`config.mk`:
```
export PLATFORM = sky130hd
export DESIGN_NAME = esfa_cmd_scheduler
export DESIGN_NICKNAME = d
export VERILOG_FILES = /design/src/rtl/esfa_pkg.sv /design/src/rtl/esfa_rr_arb2.sv /design/src/rtl/esfa_cmd_scheduler.sv
export SDC_FILE = /design/constraint.sdc
export NUM_CORES = 1
export LEC_CHECK = 0
export CORE_MARGIN = 1.5
export CORE_UTILIZATION = 39
export DETAILED_ROUTE_END_ITERATION = 12
export GPL_TIMING_DRIVEN = 0
export MAX_ROUTING_LAYER = met4
export PLACE_DENSITY = 0.81
export SLEW_MARGIN = 20
export SYNTH_ARGS = -nofsm -noshare
export SYNTH_HDL_FRONTEND = slang
export SYNTH_SLANG_ARGS = --single-unit
```
`constraint.sdc`:
```
create_clock -name clk -period 1.8 [get_ports clk]
set_input_delay 0.36 -clock clk [delete_from_list [all_inputs] [get_ports clk]]
set_output_delay 0.36 -clock clk [all_outputs]
set_load 0.01 [all_outputs]
```
`src/rtl/esfa_pkg.sv`:
```
// Shared definitions for the ESFA command scheduler: command/response field
// layout and the scheduler state encoding.
package esfa_pkg;

  // Command word layout
  localparam int CMD_W            = 48;
  localparam int WILL_WRITE_BIT   = 0;
  localparam int NEW_INDEX_LSB    = 8;
  localparam int NEW_INDEX_W      = 8;
  localparam int NEW_VALUE_LSB    = 16;
  localparam int NEW_VALUE_W      = 8;
  localparam int METADATA_LSB     = 24;
  localparam int METADATA_W       = 8;
  localparam int IS_METADATA_BIT  = 32;
  localparam int SELECTOR_LSB     = 40;
  localparam int SELECTOR_W       = 8;

  // Core response layout (only the low 16 bits carry information)
  localparam int RSP_BOOL_LSB     = 0;
  localparam int RSP_VAL_LSB      = 8;
  localparam int RSP_W            = 8;

  // Scheduler states
  typedef enum logic [1:0] {
    IDLE  = 2'd0,
    ISSUE = 2'd1,
    WAIT  = 2'd2,
    RESP  = 2'd3
  } state_e;

endpackage : esfa_pkg

```
`src/rtl/esfa_rr_arb2.sv`:
```
// Two-way round-robin arbiter. Produces a one-hot grant; when both requesters
// are active the one that was not granted last time wins.
module esfa_rr_arb2 (
  input  logic [1:0] req,
  input  logic       last_grant,
  input  logic       enable,
  output logic [1:0] gnt
);

  // Grant selection: single requester wins outright, contention goes to !last_grant
  always_comb begin
    // NOTE: every combinational output gets a default first so no path leaves it unassigned (no latch).
    gnt = 2'b00;
    if (enable) begin
      case (req)
        2'b01:   gnt = 2'b01;
        2'b10:   gnt = 2'b10;
        2'b11:   gnt = last_grant ? 2'b01 : 2'b10;
        default: gnt = 2'b00;
      endcase
    end
  end

endmodule : esfa_rr_arb2

```
`src/rtl/esfa_cmd_scheduler.sv`:
```
// Shares one ESFA core between two requesters. One command in flight at a
// time: accept -> drive core bus for one cycle -> wait core latency ->
// capture result -> hold response until the consumer takes it.
module esfa_cmd_scheduler
  import esfa_pkg::*;
#(
  parameter int               CORE_LAT = 1,
  parameter logic [CMD_W-1:0] NOP_CMD  = '0
) (
  input  logic             clk,
  input  logic             rst,
  input  logic             req0_valid,
  output logic             req0_ready,
  input  logic [CMD_W-1:0] req0_cmd,
  input  logic             req1_valid,
  output logic             req1_ready,
  input  logic [CMD_W-1:0] req1_cmd,
  output logic [CMD_W-1:0] core_cmd,
  input  logic [CMD_W-1:0] core_rsp,
  output logic             rsp_valid,
  input  logic             rsp_ready,
  output logic             rsp_id,
  output logic [RSP_W-1:0] rsp_bool,
  output logic [RSP_W-1:0] rsp_value,
  output logic             busy
);

  localparam int            CNT_W    = $clog2(CORE_LAT + 1);
  localparam logic [CNT_W-1:0] CNT_LOAD = CNT_W'(CORE_LAT - 1);

  state_e             state_q, state_d;
  logic [CMD_W-1:0]   cmd_q, cmd_d;
  logic               id_q, id_d;
  logic               last_grant_q, last_grant_d;
  logic [CNT_W-1:0]   cnt_q, cnt_d;
  logic [RSP_W-1:0]   rsp_bool_q, rsp_bool_d;
  logic [RSP_W-1:0]   rsp_value_q, rsp_value_d;
  logic [1:0]         gnt;

  // Only the low 16 bits of the core response carry the result.
  logic unused_core_rsp;
  assign unused_core_rsp = ^core_rsp[CMD_W-1:RSP_VAL_LSB+RSP_W];

  // Arbitration is only offered in IDLE and never while reset is held.
  esfa_rr_arb2 u_arb (
    .req        ({req1_valid, req0_valid}),
    .last_grant (last_grant_q),
    .enable     ((state_q == IDLE) && !rst),
    .gnt        (gnt)
  );

  // State and datapath registers with synchronous reset
  always_ff @(posedge clk) begin
    // NOTE: sequential state uses non-blocking assignment so every flop samples pre-edge values.
    if (rst) begin
      state_q      <= IDLE;
      cmd_q        <= '0;
      id_q         <= 1'b0;
      last_grant_q <= 1'b1;
      cnt_q        <= '0;
      rsp_bool_q   <= '0;
      rsp_value_q  <= '0;
    end else begin
      state_q      <= state_d;
      cmd_q        <= cmd_d;
      id_q         <= id_d;
      last_grant_q <= last_grant_d;
      cnt_q        <= cnt_d;
      rsp_bool_q   <= rsp_bool_d;
      rsp_value_q  <= rsp_value_d;
    end
  end

  // Next-state and register-update logic
  always_comb begin
    state_d      = state_q;
    cmd_d        = cmd_q;
    id_d         = id_q;
    last_grant_d = last_grant_q;
    cnt_d        = cnt_q;
    rsp_bool_d   = rsp_bool_q;
    rsp_value_d  = rsp_value_q;
    case (state_q)
      IDLE: begin
        if (|gnt) begin
          cmd_d        = gnt[1] ? req1_cmd : req0_cmd;
          id_d         = gnt[1];
          last_grant_d = gnt[1];
          state_d      = ISSUE;
        end
      end
      ISSUE: begin
        cnt_d   = CNT_LOAD;
        state_d = WAIT;
      end
      WAIT: begin
        if (cnt_q == '0) begin
          rsp_bool_d  = core_rsp[RSP_BOOL_LSB +: RSP_W];
          rsp_value_d = core_rsp[RSP_VAL_LSB +: RSP_W];
          state_d     = RESP;
        end else begin
          cnt_d = cnt_q - 1'b1;
        end
      end
      RESP: begin
        if (rsp_ready) state_d = IDLE;
      end
      default: state_d = IDLE;
    endcase
  end

  // Outputs decoded from the current state
  always_comb begin
    req0_ready = gnt[0];
    req1_ready = gnt[1];
    rsp_valid  = (state_q == RESP);
    busy       = (state_q != IDLE);
    core_cmd   = (state_q == ISSUE) ? cmd_q : NOP_CMD;
  end

  assign rsp_id    = id_q;
  assign rsp_bool  = rsp_bool_q;
  assign rsp_value = rsp_value_q;

endmodule : esfa_cmd_scheduler

```
==> reports/metrics.csv <==
metric;value;unit
cp-start-kind;register;
overflow;0;
crit_required;1.44;ns
synth_top_family_by_area;simple AND/OR/NAND/NOR gates;
routabilityCongestion;0.9075;
core_area;0.009684;mm²
critPathLaunch;state_q[0];
ys_types;32;
yosys_warnings;0;
grt_pass1_vias;4469;
totalWireLength;14880;µm
synthAdderAreaFrac;1.617;%
cap_violations;0;
synth_mux_area_share;4.140;%
final_net_count;801;
stdcell_count;785;
grt_pass1_wl;22050;µm
synth_fp_nets;588;
grt_usage;27.57;%
crit_end;req0_ready;
viasPerCell;5.817;
clock-sinks;68;
drv_slew;0;
syn_area;0.003869;mm²
synth-compound-area-share;20.21;%
finalCriticalPeriod;1.958;ns
cp-end-kind;primary output;
finalSetupViolCount;34;
status;complete, but fails checks;
skew;0.01235;ns
worstSkewPairLatency;0.35;ns
async_flop_share;0;%
ctsHoldBuffers;0;
die_x;102.6;µm
fp-row-count;36;
cp_max_fo;4;
cts_buffers;9;
num_vias;4566;
relSlewSlack;67.08;%
synth.avg_cell_area;8.914;µm²
design_area;0.006601;mm²
setup_ws;-0.1582;ns
synth-simple-area-share;30.40;%
power_density;1090;mW/mm²
placed_cells;751;
drc;0;
rsz0062_at_grt;true;
clk_transition_reported_paths;0.08;ns
die_y;102.6;µm
r2r_cells;7;
clockBufferDepth;2;
vdd_drop_max;0.0005260;V
io_buffer_count;184;
die-area;0.01053;mm²
ios;218;
synth_edf_count;0;
wl_per_cell;18.95;µm
r2r-start;state_q[1];
timing.rr.end;cmd_q[26];
total_leakage_power;2.394;nW
ys.flop_type;dfxtp_1;
place_hpwl;10130;µm
root_buffer;clkbuf_8;
tightest_slew;0.4814;ns
final_hold_viol_count;0;
fill_cells;754;
reg2reg_slack;0.06;ns
finalCritPeriodShare;108.8;%
cts.htree.levels;3;
antenna_found_initial;0;
ant_nets;0;
hold_start;rsp_value[7];
cts_tree;done;
crit_arrival;1.60;ns
synth_seq_cells;68;
fmax;510.7;MHz
grt_max_degree;13;
power.total;0.007193;W
violations;setup timing;
dpl_cell_area;0.005877;mm²
area_growth;70.63;%
hold_class;reg2reg;
path_class;reg2out;
synthCells;434;
synth_xor_area_share;0;%
drtIter0Drc;265;
synth-seq-area-share;35.19;%
dr.pass1.iters;5;
drive_gt1_share;32.52;%
initial_core_util;39.95;%
antennaDiodeCount;0;
==> registers in the layout (all words and copies together) (netlist names) <==
| register | count |
|---|---|
| rsp_value | 8 |
| state_q | 2 |
| last_grant_q | 1 |
| rsp_id | 1 |
| cmd_q | 48 |
| rsp_bool | 8 |
==> cell usage after synthesis, types with 10 or more instances <==
cell type,n,area [µm²]
dfxtp_1,68,1361
a21oi_1,51,255.2
and2_1,49,306.5
nor4_1,48,300.3
nor4b_1,48,420.4
a2111oi_0,28,245.2
clkbuf_1,27,101.4
buf_2,26,130.1
nor2_1,18,67.56
mux2i_1,16,160.2
a2111oi_1,10,100.1
a2111oi_2,10,150.1
==> power by group <==
| part | internal (W) | leakage (nW) | switching (W) |
|---|---|---|---|
| clock network | 0.000535 | 0.0920 | 0.000636 |
| registers | 0.00191 | 0.560 | 0.000239 |
| logic | 0.00197 | 1.74 | 0.00190 |
| total | 0.00442 | 2.39 | 0.00278 |
==> final cells by class <==
type	instances	area (µm²)	area share [%]
well taps	133	166.4	2.521
repair buffers	203	2006	30.38
clock buffers	10	137.6	2.085
clock inverters	6	40.04	0.6065
flip-flops and latches	68	1369	20.74
plain buffers	62	401.6	6.084
multi-input cells	299	2461	37.28
inverters	4	20.02	0.3033
==> metal layers <==
layer / global-route usage (%) / share of wire [%]
met5: - / 0
met4: 9.168 / 1.7
met3: 5.559 / 8.0
met2: 44.73 / 48
met1: 34.35 / 42
==> layout by cell type (no fill, tap or decap), drive strengths merged <==
cell type	n
clkdlybuf4s50	131
buf	104
dfxtp	68
a21oi	51
and2	49
nor4	48
nor4b	48
a2111oi	48
clkbuf	38
nor2	19
mux2i	16
ha	5
clkinv	5
inv	4
nand2b	3
nand2	2
or2	2
dlygate4sd2	2
nor2b	1
and3	1
or3b	1
a311oi	1
nand3	1
a21o	1
o32ai	1
a31oi	1
clkinvlp	1
==> cell families after synthesis <==
logic type	count (synthesis)
buf+inv	67
flops	68
simple gates	175
mux	16
compound gates	103
fa+ha+maj	5
==> repair_timing <==
action	in CTS	in global routing
pin swaps	1	32
cloned	1	3
buffers inserted	9	6
endpoints found under the setup margin	71	81
resized for setup	257	123
endpoints found under the hold margin	0	0
==> how the worst min path moves through the flow <==
stage,to,slack (ns),cells past startpoint
2_1_floorplan,cmd_q[13],0.48,2
3_3_place_gp,rsp_value[4],0.47,2
3_5_place_dp,rsp_value[6],0.49,2
4_1_cts,rsp_value[6],0.50,2
5_1_grt,rsp_id,0.53,2
6_report,rsp_value[7],0.50,2
==> stage by stage <==
stage / setup slack (ns) / utilization [%] / hold WS (ns) / setup TNS [ns]
4_1_cts: -0.1522 / 62.73 / 0.5049 / -2.269
3_3_place_gp: -0.6930 / 60.68 / 0.4728 / -32.77
3_5_place_dp: -0.7245 / 60.68 / 0.4850 / -36.58
6_report: -0.1582 / 68.17 / 0.4992 / -1.879
5_1_grt: -0.2083 / 68.17 / 0.5306 / -3.822
2_1_floorplan: 0.08858 / - / 0.4814 / 0
==> worst max-delay path: stages (launching register included) <==
cell	delay (ns)
dfxtp_4	0.38
inv_4	0.05
ha_4	0.15
nor2b_1	0.12
buf_4	0.15
buf_6	0.11
and3_4	0.17
buf_6	0.12
No activity file was read; power rests on OpenSTA's default activity.
